`src/rtl/vga_pkg.sv`:
```
// Shared VGA/title definitions: visible-area size, bus widths, colour
// constants and the title blink FSM state encoding.
package vga_pkg;

  localparam int unsigned H_VISIBLE = 640;
  localparam int unsigned V_VISIBLE = 480;

  localparam int unsigned PX_W   = 10;   // pixel coordinate width
  localparam int unsigned ROW_AW = 6;    // title ROM row address width
  localparam int unsigned ROM_W  = 216;  // title ROM row word width
  localparam int unsigned RGB_W  = 8;    // RRRGGGBB
  localparam int unsigned COL_W  = 8;    // column offset inside the title box

  localparam logic [RGB_W-1:0] BLACK  = 8'h00;
  localparam logic [RGB_W-1:0] YELLOW = 8'hFC;

  typedef enum logic [1:0] {
    ST_HIDDEN = 2'd0,
    ST_SHOW   = 2'd1,
    ST_BLANK  = 2'd2
  } title_state_e;

endpackage

```
`src/rtl/title_renderer_if.sv`:
```
// Pixel/ROM/colour bundle between vga_sync, the title ROM and the colour mux.
//   master : drives coordinates, title_en and rom_data; observes outputs
//   slave  : the renderer (consumes coordinates, issues rom_addr, drives rgb)
interface title_renderer_if;
  import vga_pkg::*;

  logic              pixel_tick;
  logic              video_on;
  logic [PX_W-1:0]   pixel_x;
  logic [PX_W-1:0]   pixel_y;
  logic              title_en;
  logic [ROW_AW-1:0] rom_addr;
  logic [ROM_W-1:0]  rom_data;
  logic [RGB_W-1:0]  rgb;
  logic              title_pix;
  logic              blank_phase;

  modport master (
    output pixel_tick, video_on, pixel_x, pixel_y, title_en, rom_data,
    input  rom_addr, rgb, title_pix, blank_phase
  );

  modport slave (
    input  pixel_tick, video_on, pixel_x, pixel_y, title_en, rom_data,
    output rom_addr, rgb, title_pix, blank_phase
  );
endinterface

```
`src/rtl/title_blink_fsm.sv`:
```
// Title visibility FSM (HIDDEN/SHOW/BLANK) with frame counter.
// State changes only at frame start so a frame is never torn.
//   clk, rst_n  : clock, async active-low reset
//   fs_i        : frame start strobe (already qualified by pixel_tick)
//   title_en_i  : level request to display the title
//   show_o      : registered, 1 while in SHOW
//   blank_o     : registered, 1 while in BLANK
module title_blink_fsm
  import vga_pkg::*;
#(
  parameter int unsigned BLINK_FRAMES = 30
) (
  input  logic clk,
  input  logic rst_n,
  input  logic fs_i,
  input  logic title_en_i,
  output logic show_o,
  output logic blank_o
);

  localparam int unsigned CNT_W    = (BLINK_FRAMES > 2) ? $clog2(BLINK_FRAMES) : 1;
  localparam int unsigned LAST_INT = (BLINK_FRAMES == 0) ? 0 : BLINK_FRAMES - 1;
  localparam logic [CNT_W-1:0] LAST = CNT_W'(LAST_INT);

  title_state_e     state_q;
  logic [CNT_W-1:0] cnt_q;
  logic             show_q;
  logic             blank_q;

  // Disable has priority over a phase change at the same frame start.
  always_ff @(posedge clk or negedge rst_n) begin
    if (!rst_n) begin
      state_q <= ST_HIDDEN;
      cnt_q   <= '0;
      show_q  <= 1'b0;
      blank_q <= 1'b0;
    end else if (fs_i) begin
      case (state_q)
        ST_HIDDEN: begin
          if (title_en_i) begin
            state_q <= ST_SHOW;
            cnt_q   <= '0;
            show_q  <= 1'b1;
            blank_q <= 1'b0;
          end
        end
        ST_SHOW: begin
          if (!title_en_i) begin
            state_q <= ST_HIDDEN;
            show_q  <= 1'b0;
            blank_q <= 1'b0;
          end else if (BLINK_FRAMES != 0) begin
            if (cnt_q == LAST) begin
              state_q <= ST_BLANK;
              cnt_q   <= '0;
              show_q  <= 1'b0;
              blank_q <= 1'b1;
            end else begin
              cnt_q <= cnt_q + CNT_W'(1);
            end
          end
        end
        ST_BLANK: begin
          if (!title_en_i) begin
            state_q <= ST_HIDDEN;
            show_q  <= 1'b0;
            blank_q <= 1'b0;
          end else if (cnt_q == LAST) begin
            state_q <= ST_SHOW;
            cnt_q   <= '0;
            show_q  <= 1'b1;
            blank_q <= 1'b0;
          end else begin
            cnt_q <= cnt_q + CNT_W'(1);
          end
        end
        default: begin
          state_q <= ST_HIDDEN;
          cnt_q   <= '0;
          show_q  <= 1'b0;
          blank_q <= 1'b0;
        end
      endcase
    end
  end

  assign show_o  = show_q;
  assign blank_o = blank_q;

endmodule

```
`src/rtl/title_renderer.sv`:
```
// Title bitmap reader: maps VGA coordinates to ROM rows, picks the column
// bit and produces a registered RRRGGGBB pixel, 2 pixel ticks after the
// coordinates. Visibility/blinking comes from title_blink_fsm.
//   clk, rst_n : clock, async active-low reset
//   bus        : slave side of title_renderer_if (coords, title_en, rom
//                data in; rom_addr, rgb, title_pix, blank_phase out)
module title_renderer
  import vga_pkg::*;
#(
  parameter int unsigned      X0           = 212,
  parameter int unsigned      Y0           = 100,
  parameter int unsigned      TITLE_W      = 216,
  parameter int unsigned      TITLE_H      = 36,
  parameter int unsigned      BLINK_FRAMES = 30,
  parameter logic [RGB_W-1:0] FG_COLOR     = YELLOW,
  parameter logic [RGB_W-1:0] BG_COLOR     = BLACK
) (
  input  logic              clk,
  input  logic              rst_n,
  title_renderer_if.slave   bus
);

  logic              in_box_c;
  logic              fs_c;
  logic              show_c;
  logic              blank_c;
  logic [ROW_AW-1:0] row_c;
  logic [COL_W-1:0]  col_c;
  logic [COL_W-1:0]  bit_idx_c;
  logic              pix_bit_c;

  logic [ROW_AW-1:0] rom_addr_q;
  logic [COL_W-1:0]  col_q;
  logic              in_box_q;
  logic              video_on_q;
  logic [RGB_W-1:0]  rgb_q;
  logic              title_pix_q;

  // Title box hit test; the box lies inside the visible area.
  assign in_box_c = bus.video_on
                 && (bus.pixel_x <  PX_W'(H_VISIBLE))
                 && (bus.pixel_y <  PX_W'(V_VISIBLE))
                 && (bus.pixel_x >= PX_W'(X0)) && (bus.pixel_x < PX_W'(X0 + TITLE_W))
                 && (bus.pixel_y >= PX_W'(Y0)) && (bus.pixel_y < PX_W'(Y0 + TITLE_H));

  // Offsets only used when in_box_c, so the subtraction never underflows.
  assign row_c = ROW_AW'(bus.pixel_y - PX_W'(Y0));
  assign col_c = COL_W'(bus.pixel_x - PX_W'(X0));

  // Bit 215 of the ROM word is the leftmost column.
  assign bit_idx_c = COL_W'(ROM_W - 1) - col_q;
  assign pix_bit_c = bus.rom_data[bit_idx_c];

  assign fs_c = bus.pixel_tick && (bus.pixel_x == '0) && (bus.pixel_y == '0);

  title_blink_fsm #(
    .BLINK_FRAMES (BLINK_FRAMES)
  ) u_blink (
    .clk        (clk),
    .rst_n      (rst_n),
    .fs_i       (fs_c),
    .title_en_i (bus.title_en),
    .show_o     (show_c),
    .blank_o    (blank_c)
  );

  // Two-stage pixel pipeline, advancing on pixel_tick only.
  always_ff @(posedge clk or negedge rst_n) begin
    if (!rst_n) begin
      rom_addr_q  <= '0;
      col_q       <= '0;
      in_box_q    <= 1'b0;
      video_on_q  <= 1'b0;
      rgb_q       <= '0;
      title_pix_q <= 1'b0;
    end else if (bus.pixel_tick) begin
      rom_addr_q <= in_box_c ? row_c : '0;
      col_q      <= in_box_c ? col_c : '0;
      in_box_q   <= in_box_c;
      video_on_q <= bus.video_on;
      if (!video_on_q) begin
        rgb_q       <= '0;
        title_pix_q <= 1'b0;
      end else if (in_box_q && pix_bit_c && show_c) begin
        rgb_q       <= FG_COLOR;
        title_pix_q <= 1'b1;
      end else begin
        rgb_q       <= BG_COLOR;
        title_pix_q <= 1'b0;
      end
    end
  end

  assign bus.rom_addr    = rom_addr_q;
  assign bus.rgb         = rgb_q;
  assign bus.title_pix   = title_pix_q;
  assign bus.blank_phase = blank_c;

endmodule

```
`src/flat_wrapper.sv`:
```
// flat-port wrapper written by rule: the top's interface ports become plain ports
module title_renderer_flat import vga_pkg::*;
#(
  parameter int unsigned      X0           = 212,
  parameter int unsigned      Y0           = 100,
  parameter int unsigned      TITLE_W      = 216,
  parameter int unsigned      TITLE_H      = 36,
  parameter int unsigned      BLINK_FRAMES = 30,
  parameter logic [RGB_W-1:0] FG_COLOR     = YELLOW,
  parameter logic [RGB_W-1:0] BG_COLOR     = BLACK
)
  (clk, rst_n, bus_pixel_tick, bus_video_on, bus_pixel_x, bus_pixel_y, bus_title_en, bus_rom_data, bus_rom_addr, bus_rgb, bus_title_pix, bus_blank_phase);
  title_renderer_if bus_i ();
  input  logic clk;
  input  logic rst_n;
  input wire logic [$bits(bus_i.pixel_tick)-1:0] bus_pixel_tick;
  input wire logic [$bits(bus_i.video_on)-1:0] bus_video_on;
  input wire logic [$bits(bus_i.pixel_x)-1:0] bus_pixel_x;
  input wire logic [$bits(bus_i.pixel_y)-1:0] bus_pixel_y;
  input wire logic [$bits(bus_i.title_en)-1:0] bus_title_en;
  input wire logic [$bits(bus_i.rom_data)-1:0] bus_rom_data;
  output wire logic [$bits(bus_i.rom_addr)-1:0] bus_rom_addr;
  output wire logic [$bits(bus_i.rgb)-1:0] bus_rgb;
  output wire logic [$bits(bus_i.title_pix)-1:0] bus_title_pix;
  output wire logic [$bits(bus_i.blank_phase)-1:0] bus_blank_phase;
  assign bus_i.pixel_tick = bus_pixel_tick;
  assign bus_i.video_on = bus_video_on;
  assign bus_i.pixel_x = bus_pixel_x;
  assign bus_i.pixel_y = bus_pixel_y;
  assign bus_i.title_en = bus_title_en;
  assign bus_i.rom_data = bus_rom_data;
  assign bus_rom_addr = bus_i.rom_addr;
  assign bus_rgb = bus_i.rgb;
  assign bus_title_pix = bus_i.title_pix;
  assign bus_blank_phase = bus_i.blank_phase;
  title_renderer #(.X0(X0), .Y0(Y0), .TITLE_W(TITLE_W), .TITLE_H(TITLE_H), .BLINK_FRAMES(BLINK_FRAMES), .FG_COLOR(FG_COLOR), .BG_COLOR(BG_COLOR)) u_core (.clk(clk), .rst_n(rst_n), .bus(bus_i));
endmodule
```
`config.mk`:
```
export PLATFORM = sky130hd
export DESIGN_NAME = title_renderer_flat
export DESIGN_NICKNAME = d
export VERILOG_FILES = /design/src/rtl/vga_pkg.sv /design/src/rtl/title_renderer_if.sv /design/src/rtl/title_blink_fsm.sv /design/src/rtl/title_renderer.sv /design/src/flat_wrapper.sv
export SDC_FILE = /design/constraint.sdc
export NUM_CORES = 1
export LEC_CHECK = 0
export ABC_AREA = 1
export BUFFER_PORTS_ARGS = -buffer_cell sky130_fd_sc_hd__buf_2
export CAP_MARGIN = 5
export CORE_MARGIN = 2
export CORE_UTILIZATION = 40
export DETAILED_ROUTE_END_ITERATION = 7
export PLACE_DENSITY = 0.8
export SETUP_SLACK_MARGIN = 0.2
export SYNTH_ARGS = -nofsm -noshare
export SYNTH_HDL_FRONTEND = slang
export SYNTH_HIERARCHICAL = 1
export SYNTH_SLANG_ARGS = --single-unit
```
`constraint.sdc`:
```
create_clock -name clk -period 1.85 [get_ports clk]
set_clock_uncertainty 0.2 [all_clocks]
set_input_delay 0 -clock clk [delete_from_list [all_inputs] [get_ports clk]]
set_output_delay 0 -clock clk [all_outputs]
set_load 0.02 [all_outputs]
```
# ---- After elaboration in Yosys (flattened, before gate mapping)
# Cells that the tools add are included.
dict set report totals {
  ff_bits 34
  latch_bits 0
  mem_bits_rw 0
  rom_bits 0
  in_bits 241
  output_inout_bits 16
  elab_cells 70
  mem_count 0
}
dict set report op_classes {
  addsub 4
  mul 0
  div_mod_pow 0
  magnitude_cmp 7
  n_eq_ne 7
  shifts 0
  n_mux 26
  n_bitwise 0
  reduce_logical 16
}
# operator count
set ops {}
lappend ops {{8-bit 2-to-1 mux} 3}
lappend ops {{10-bit logical NOT} 2}
lappend ops {{10-bit by 9-bit less-than comparator with 1-bit output (second input constant)} 2}
lappend ops {{5-bit 2-to-1 mux} 3}
lappend ops {{10-bit by 7-bit >= comparator with 1-bit output (second input constant)} 1}
lappend ops {{10-bit by 8-bit >= comparator with 1-bit output (second input constant)} 1}
lappend ops {{1-bit logical AND} 10}
lappend ops {{10-bit less-than comparator (second input constant)} 1}
lappend ops {{10-bit by 8-bit less-than comparator with 1-bit output (second input constant)} 1}
lappend ops {{2-bit 2-to-1 mux} 5}
lappend ops {{5-bit case mux with 2 select lines} 1}
lappend ops {{8-bit by 9-bit less-than comparator with 1-bit output (second input constant)} 1}
lappend ops {{1-bit 2-to-1 mux} 9}
lappend ops {{1-bit binary-select mux with 8-bit select} 1}
lappend ops {{8-bit subtractor (first input constant)} 1}
lappend ops {{8-bit subtractor (second input constant)} 1}
lappend ops {{6-bit 2-to-1 mux} 1}
lappend ops {{3-bit inequality test (second input constant)} 2}
lappend ops {{1-bit case mux with 3 select lines} 2}
lappend ops {{2-bit case mux with 3 select lines} 1}
lappend ops {{6-bit subtractor (second input constant)} 1}
lappend ops {{5-bit by 1-bit adder with 5-bit output (second input constant)} 1}
lappend ops {{5-bit == test (second input constant)} 1}
lappend ops {{4-bit AND reduction} 1}
lappend ops {{7 further kinds} 7}

# ---- Depth between registers and ports, before layout
# Gate-level depths: netlist of the first run.
dict set report depth {
  word_depth 8
  depth_mapped 15
  mapped_depth_nobuf 14
}

# ---- By module
# Netlist of the first run, hierarchy kept.
# mod n_inst cells_per_inst area_each_um2 seq_area_each_um2
set by_module_without_submodules {}
lappend by_module_without_submodules {title_renderer 1 664 3404.5 425.4}
lappend by_module_without_submodules {title_blink_fsm 1 71 563.0 225.2}

# ---- Least setup slack after synthesis of the first run
# No wires, ideal clock.
dict set report synth_timing {
  path_type {reg-to-reg}
  from {register u_core.col_q[3]}
  to {register u_core.rgb_q[6] (netlist: u_core/bus.rgb[6])}
  setup_ps 66
  arrival_time_ps 1686
  required_time_ps 1584
  setup_slack_ps -101
  stages_incl_launch_ff 14
  n_path_buf 1
  period_less_slack_ps 1951
  path_cell_list {dfrtp_1 -> ha_1 -> buf_2 -> nor2_1 -> nand3_1 -> nand2_1 -> nand2_1 -> nand2_1 -> nor2_1 -> nand2_1 -> nand3_1 -> a21oi_1 -> nand2_1 -> nand2_1}
}
dict set report synth_via {
  elab_chain_len 7
}
# element line
set synth_lines {}
lappend synth_lines {{start: declaration} title_renderer.sv:33} ;# logic [COL_W-1:0] col_q;
lappend synth_lines {{start signal: assignment} title_renderer.sv:78} ;# col_q <= in_box_c ? col_c : '0;
lappend synth_lines {{8-bit subtractor} title_renderer.sv:51} ;# assign bit_idx_c = COL_W'(ROM_W - 1) - col_q;
lappend synth_lines {{1-bit binary-select mux with 8-bit select} title_renderer.sv:52} ;# assign pix_bit_c = bus.rom_data[bit_idx_c];
lappend synth_lines {{1-bit 2-to-1 mux (implied by the code)} title_renderer.sv:52}
lappend synth_lines {{1-bit logical AND (2 in series)} title_renderer.sv:84} ;# end else if (in_box_q && pix_bit_c && show_c) begin
lappend synth_lines {{8-bit 2-to-1 mux} title_renderer.sv:84}
lappend synth_lines {{8-bit 2-to-1 mux} title_renderer.sv:81} ;# if (!video_on_q) begin
lappend synth_lines {{end signal: assignment} title_renderer.sv:82} ;# rgb_q <= '0;
lappend synth_lines {{end signal: assignment} title_renderer.sv:85} ;# rgb_q <= FG_COLOR;
lappend synth_lines {{end signal: assignment} title_renderer.sv:88} ;# rgb_q <= BG_COLOR;
lappend synth_lines {{end: declaration} title_renderer.sv:36} ;# logic [RGB_W-1:0] rgb_q;
# Every way passes these cells. The select of a mux whose other input is x is not followed.
# A chain may end at the register's enable or synchronous reset.

# ---- Worst setup path in the final report of the first run
dict set report layout_timing {
  from {register u_core.col_q[0]}
  to {register u_core.rgb_q[6] (netlist: u_core/bus.rgb[6])}
}
# The elaborated chain is that of the path after synthesis.

==> impl_metrics.env, run 1 <==
export IMPL_status="finished, violations left"
export IMPL_violations="hold timing, setup timing"
export IMPL_vias=5699
export IMPL_insertion_delay_ps=270
export IMPL_worst_ep_required_time_ps=1820
export IMPL_pwr_share_clk_pct=28.6
export IMPL_syn_cell_area_sq_um=3970
export IMPL_yosysMostFrequentCell="nand2_1"
export IMPL_drive_gt1_share_pct=32.3
export IMPL_pwr_density_cell_nw_per_um2=279
export IMPL_crit_fanout=25
export IMPL_yosysSeqAreaShare_pct=16.4
export IMPL_rsz0062_at_grt="true"
export IMPL_synth_edf_count=0
export IMPL_cts_buffer_depth=2
export IMPL_synth_top_area_share_pct=29.8
export IMPL_dieArea_sq_um=10700
export IMPL_syn_inst=735
export IMPL_rows=36
export IMPL_synth_cell_type_count=32
export IMPL_path_common_cell="nand2_1"
export IMPL_antenna_left=0
export IMPL_wirelength_um=14900
export IMPL_place_area_sq_um=5430
export IMPL_async_reset_ff_share_pct=100
export IMPL_cts_tree="done"
export IMPL_die_x_um=104
export IMPL_htreeDepth=1
export IMPL_core_sq_um=9680
export IMPL_relSlewSlack_pct=61.2
export IMPL_period_needed_ps=1950
export IMPL_syn2layout_area_growth_pct=47.2
export IMPL_num_nets_final=1246
export IMPL_cts_buffers=3
export IMPL_hold_worst_slack_ps=-33.7
export IMPL_path_class="reg2reg"
export IMPL_io_buffers=254
export IMPL_nFillCells=953
export IMPL_antenna_found_initial=0
export IMPL_via_per_inst=5.07
export IMPL_hold_viol=1
export IMPL_fmax_ghz=0.512
export IMPL_die_y_um=104
export IMPL_power_leakage_nw=3.32
export IMPL_synth_area_leader_cell="nand2_1"
export IMPL_vdd_drop_max_uv=312
export IMPL_root_buffer="clkbuf_8"
export IMPL_grt_max_degree=35
export IMPL_pwr_share_comb_pct=36.0
export IMPL_setup_violations=1
export IMPL_grt_pass1_wl_um=24400
export IMPL_first_pass_iters=5
export IMPL_ys_ff_latch=26
export IMPL_synth_main_ff_cell="dfrtp_1"
export IMPL_min_path_type="in2reg"
export IMPL_synth_top_cells_by_count="nand2_1 (315), nand3_1 (167), inv_1 (55)"
export IMPL_tightest_slew_ps=582
export IMPL_fin_area_sq_um=5840
export IMPL_multi_input_area_sq_um=2850
export IMPL_cp_arrival_ps=1930
export IMPL_cap_violations=0
export IMPL_cp_slowest_stage_delay_ps=530
export IMPL_grt_ovfl_total=0
export IMPL_yosysWarnings=6
export IMPL_pin_count=257
export IMPL_synth_area_per_cell_sq_um=5.40
export IMPL_initial_core_util_pct=41.0
export IMPL_internal_power_mw=1.18
export IMPL_clkSinkCount=26
export IMPL_cp_cell_sequence="buf_6 > buf_12 > nand2_1 > nand3_2 > nand3_1 > nand2_1 > nand2_1 > nand3_1 > nand3_1 > nand2_1 > nand2_1 > nand3_1 > nand2_1 > nand2_1"
export IMPL_crit_buf_inv=2
export IMPL_synth_area_top_cells="nand2_1 (30%), nand3_1 (21%), dfrtp_1 (16%), inv_1 (5.2%), ha_1 (4.4%)"
export IMPL_r2r_slack_ps=-100
export IMPL_layout_setup_ws_ps=-103
export IMPL_ff_latch_area_sq_um=657
export IMPL_crit_family="simple AND/OR/NAND/NOR gates"
export IMPL_dp_slack_ps=-121
export IMPL_place_gp_congestion=0.903
export IMPL_hpwl_um=11200
export IMPL_wl_per_cell_um=13.3
export IMPL_total_power_mw=1.63
export IMPL_switching_share_pct=27.6
export IMPL_slowest_stage="dfrtp_4"
export IMPL_p_switching_uw=449
export IMPL_p_seq_share_pct=35.3
export IMPL_grtUsageTotal_pct=26.8
export IMPL_diodes=0
export IMPL_period_share_pct=106
export IMPL_drc=0
export IMPL_end_kind="register"
export IMPL_drtIter0Drc=376
export IMPL_grt_pass1_vias=5409
export IMPL_slew_viol_final=0
export IMPL_clk_pin_slew_worst_paths_ps=90
export IMPL_startpoint_type="register"
==> final cells by class <==
type | instances | area share (%)
multi-input cells | 597 | 48.8
repair buffers | 303 | 31.9
flip-flops and latches | 26 | 11.2
inverters | 60 | 3.99
well taps | 133 | 2.85
clock buffers | 3 | 0.707
clock inverters | 1 | 0.514
==> stage by stage <==
stage	std cells	hold WS, ps	setup TNS (ps)	utilization, %
after global routing	1123	-2.00	-378	60.3
after floorplan	736	-496	0	-
after global placement	1097	-161	-101	56.1
after detailed placement	1097	-156	-121	56.1
final	1123	-33.7	-103	60.3
after CTS	1121	-44.6	-190	59.5
==> layout by cell type (no fill, tap or decap), types with 3 or more instances in the layout <==
master / instances
nand2_2: 5
dlygate4sd3_1: 18
nand2_1: 313
inv_1: 52
a21oi_1: 7
nand4_1: 4
dfrtp_1: 23
buf_6: 7
buf_12: 9
ha_1: 12
o211ai_1: 3
nor2_2: 3
buf_2: 254
buf_4: 13
xor2_1: 6
nand3_1: 166
clkbuf_8: 3
o21ai_1: 12
nor2_1: 22
xnor2_1: 3
inv_2: 5
o21ai_0: 13
o22ai_1: 5
==> worst paths after layout <==
kind	startpoint	end	cells past startpoint
worst max-delay path	u_core/col_q[0]	u_core/bus.rgb[6]	14
worst min-delay path	bus_pixel_y[3]	u_core/bus.rom_addr[3]	4
worst max register to register	u_core/col_q[0]	u_core/bus.rgb[6]	14
worst min register to register	u_core/u_blink/blank_o	u_core/u_blink/blank_o	2
max in group asynchronous	rst_n	u_core/col_q[0]	2
min in group asynchronous	rst_n	u_core/u_blink/cnt_q[1]	2
==> kinds of logic (layout without fill, tap and decap cells) <==
| kind of cell | after synthesis | after routing | synth area share [%] |
|---|---|---|---|
| flip-flops | 26 | 26 | 16.4 |
| AO/OA/AOI/OAI | 46 | 46 | 6.65 |
| AND/OR/NAND/NOR | 525 | 525 | 56.0 |
| XOR/XNOR | 10 | 10 | 2.21 |
| other | 1 | 2 | 0.0945 |
| buffers and inverters | 113 | 367 | 14.3 |
| adder cells (fa/ha/maj) | 14 | 14 | 4.42 |
==> repair_timing <==
item	in CTS	in global routing
pin swaps	5	9
resized for setup	13	11
setup buffers	2	0
gates cloned	1	1
hold endpoints to repair	45	2
hold buffers	17	2
endpoints found under the setup margin	5	25
==> worst register-to-register path, cell delays in order (launching register included) <==
cell	delay, ps
dfrtp_4	530
buf_6	150
buf_12	150
nand2_1	80
nand3_2	90
nand3_1	70
nand2_1	60
nand2_1	50
nand3_1	80
nand3_1	80
nand2_1	70
nand2_1	60
nand3_1	60
nand2_1	80
nand2_1	40
==> state kept, by name, summed over array words and instances (netlist names), 2 cells and up <==
signal                  flops
u_core/col_q                8
u_core/u_blink/cnt_q        5
u_core/bus.rom_addr         6
u_core/u_blink/state_q      2
==> power by group through the flow <==
stage / combinational [mW] / sequential [mW] / clock (mW)
6_report: 0.587 / 0.575 / 0.466
5_1_grt: 0.663 / 0.576 / 0.507
4_1_cts: 0.577 / 0.575 / 0.481
3_5_place_dp: 0.543 / 0.586 / 0
3_3_place_gp: 0.539 / 0.586 / 0
2_1_floorplan: 0.230 / 0.586 / 0
==> per-layer routing <==
metal | part of all wire (%) | vias to the layer above | wire (um) | GRT usage (%)
li1 | - | 2862 | - | -
met4 | 2.7 | 0 | 402 | 8.98
met1 | 40 | 2532 | 5930 | 32.5
met2 | 51 | 269 | 7620 | 49.3
met3 | 6.6 | 36 | 980 | 2.64
met5 | 0 | - | 0 | 0
(Power assumes the default switching activity.)
==> run 2: changes to the inputs <==
==> constraint.sdc (replaced) <==
create_clock -name clk -period 1.76 [get_ports clk]
set_clock_uncertainty 0.2 [all_clocks]
set_input_delay 0 -clock clk [delete_from_list [all_inputs] [get_ports clk]]
set_output_delay 0 -clock clk [all_outputs]
set_load 0.02 [all_outputs]
==> impl_metrics.env, run 2 (same netlist as run 1, synthesis figures left out) <==
export IMPL_internal_power_mw=1.15
export IMPL_cp_slowest_stage_delay_ps=550
export IMPL_htreeDepth=1
export IMPL_antenna_found_initial=0
export IMPL_mostFrequentLayoutCell="nand2_1"
export IMPL_cts_buffers=3
export IMPL_io_buffers=254
export IMPL_reg2reg_depth=14
export IMPL_first_pass_iters=5
export IMPL_via_per_inst=5.14
export IMPL_nFillCells=920
export IMPL_power_leakage_nw=3.49
export IMPL_core_sq_um=9680
export IMPL_startpoint="u_core/col_q[0]"
export IMPL_end_kind="register"
export IMPL_pwr_density_cell_nw_per_um2=263
export IMPL_drtIter0Drc=424
export IMPL_slowest_stage="dfrtp_4"
export IMPL_cts_tree="done"
export IMPL_final_core_util_pct=64.4
export IMPL_antenna_left=0
export IMPL_wl_per_cell_um=13.9
export IMPL_r2r_slack_ps=-320
export IMPL_top_register="u_core/col_q"
export IMPL_grt_pass1_wl_um=24400
export IMPL_vias=5859
export IMPL_critical_path_depth=14
export IMPL_crit_fanout=11
export IMPL_final_setup_tns_ps=-352
export IMPL_setup_violations=5
export IMPL_critPathCapture="u_core/bus.rgb[6]"
export IMPL_pwr_share_clk_pct=23.6
export IMPL_period_share_pct=118
export IMPL_cap_violations=0
export IMPL_largest_reg_flops=8
export IMPL_p_seq_share_pct=36.8
export IMPL_syn2layout_area_growth_pct=57.1
export IMPL_holdPathStages=4
export IMPL_drive_gt1_share_pct=37.0
export IMPL_drc=0
export IMPL_crit_buf_inv=2
export IMPL_fmax_ghz=0.482
export IMPL_rr_endpoint="u_core/bus.rgb[6]"
export IMPL_hpwl_um=11400
export IMPL_initial_core_util_pct=41.0
export IMPL_vdd_drop_max_uv=340
export IMPL_die_x_um=104
export IMPL_rsz0062_at_grt="true"
export IMPL_grtUsageTotal_pct=26.6
export IMPL_place_area_sq_um=5520
export IMPL_place_gp_congestion=0.906
export IMPL_clkSinkCount=26
export IMPL_root_buffer="clkbuf_8"
export IMPL_cp_arrival_ps=2030
export IMPL_worstReg2RegStart="u_core/col_q[0]"
export IMPL_violations="hold timing, setup timing"
export IMPL_tightest_slew_ps=591
export IMPL_num_nets_final=1262
export IMPL_grt_pass1_vias=5388
export IMPL_hold_viol=1
export IMPL_insertion_delay_ps=270
export IMPL_min_path_type="in2reg"
export IMPL_switching_share_pct=30.0
export IMPL_pin_count=257
export IMPL_dieArea_sq_um=10700
export IMPL_p_switching_uw=493
export IMPL_period_needed_ps=2080
export IMPL_final_cell_mix="nand2_1 (299), buf_2 (254), nand3_1 (150)"
export IMPL_diodes=0
export IMPL_path_common_cell="nand2_1"
export IMPL_die_y_um=104
export IMPL_cts_buffer_depth=2
export IMPL_fin_area_sq_um=6230
export IMPL_startpoint_type="register"
export IMPL_grt_max_degree=58
export IMPL_crit_family="simple AND/OR/NAND/NOR gates"
export IMPL_wirelength_um=15800
export IMPL_pwr_share_comb_pct=39.6
export IMPL_path_class="reg2reg"
export IMPL_slew_viol_final=0
export IMPL_status="finished, violations left"
export IMPL_total_power_mw=1.64
export IMPL_grt_ovfl_total=0
export IMPL_layout_setup_ws_ps=-316
export IMPL_cp_cell_sequence="buf_12 > clkbuf_16 > nand2_1 > nand3_1 > nand3_1 > nand2_1 > nand2_1 > nand3_2 > nand3_2 > nand2_2 > nand2_1 > nand3_1 > nand2_1 > nand2_1"
export IMPL_rows=36
export IMPL_clk_pin_slew_worst_paths_ps=80
export IMPL_relSlewSlack_pct=60.6
export IMPL_hold_worst_slack_ps=-40.7
export IMPL_worst_ep_required_time_ps=1720
run 2: cell type report:
| type | instances | area (sq um) | area share, % |
|---|---|---|---|
| Clock buffer | 4 | 55.1 | 0.883 |
| Inverter | 60 | 238 | 3.81 |
| Multi-Input combinational cell | 597 | 3000 | 48.0 |
| Sequential cell | 26 | 657 | 10.5 |
| Tap cell | 133 | 166 | 2.67 |
| Timing Repair Buffer | 319 | 2120 | 34.1 |
run 2: timing repair:
item | in CTS | in global routing
cloned | 1 | 7
buffers inserted | 2 | 2
pin swaps | 0 | 44
endpoints found under the setup margin | 5 | 25
hold endpoints to repair | 47 | 3
gates resized for setup | 5 | 56
hold buffers | 18 | 3
run 2: worst min path at each step:
stage,from,to,slack (ps)
detailed placement,rst_n,u_core/u_blink/cnt_q[2],-160
global route,bus_pixel_y[3],u_core/bus.rom_addr[3],-10
CTS,bus_pixel_y[3],u_core/bus.rom_addr[3],-40
global placement,rst_n,u_core/u_blink/cnt_q[2],-160
finish,bus_pixel_y[3],u_core/bus.rom_addr[3],-40
floorplan,rst_n,u_core/bus.rgb[6],-500
run 2: power groups by stage:
stage / clock network [mW] / registers (mW) / logic [mW]
floorplan: 0 / 0.616 / 0.241
global placement: 0 / 0.616 / 0.571
detailed placement: 0 / 0.616 / 0.573
CTS: 0.396 / 0.604 / 0.610
global route: 0.422 / 0.605 / 0.725
finish: 0.388 / 0.605 / 0.650
run 2: metal layers:
| layer | track usage [%] | vias to the layer above | part of all wire [%] |
|---|---|---|---|
| li1 | - | 2889 | - |
| met1 | 33.2 | 2632 | 40 |
| met2 | 48.5 | 302 | 50 |
| met3 | 2.96 | 36 | 7.6 |
| met4 | 7.24 | 0 | 2.4 |
| met5 | 0 | - | 0 |
run 2: worst reg2reg max path, stage by stage (launching register included):
cell and delay, ps:
dfrtp_4 550, buf_12 180, clkbuf_16 170, nand2_1 80, nand3_1 100, nand3_1 110
nand2_1 70, nand2_1 80, nand3_2 60, nand3_2 80, nand2_2 50, nand2_1 60
nand3_1 60, nand2_1 70, nand2_1 50
run 2: metrics by stage:
step / hold WS, ps / worst slack, ps / instances
after floorplan: -496 / 27.9 / 736
after global placement: -162 / -201 / 1103
after detailed placement: -161 / -215 / 1103
after CTS: -44.7 / -232 / 1128
after global routing: -12.6 / -391 / 1139
final: -40.7 / -316 / 1139
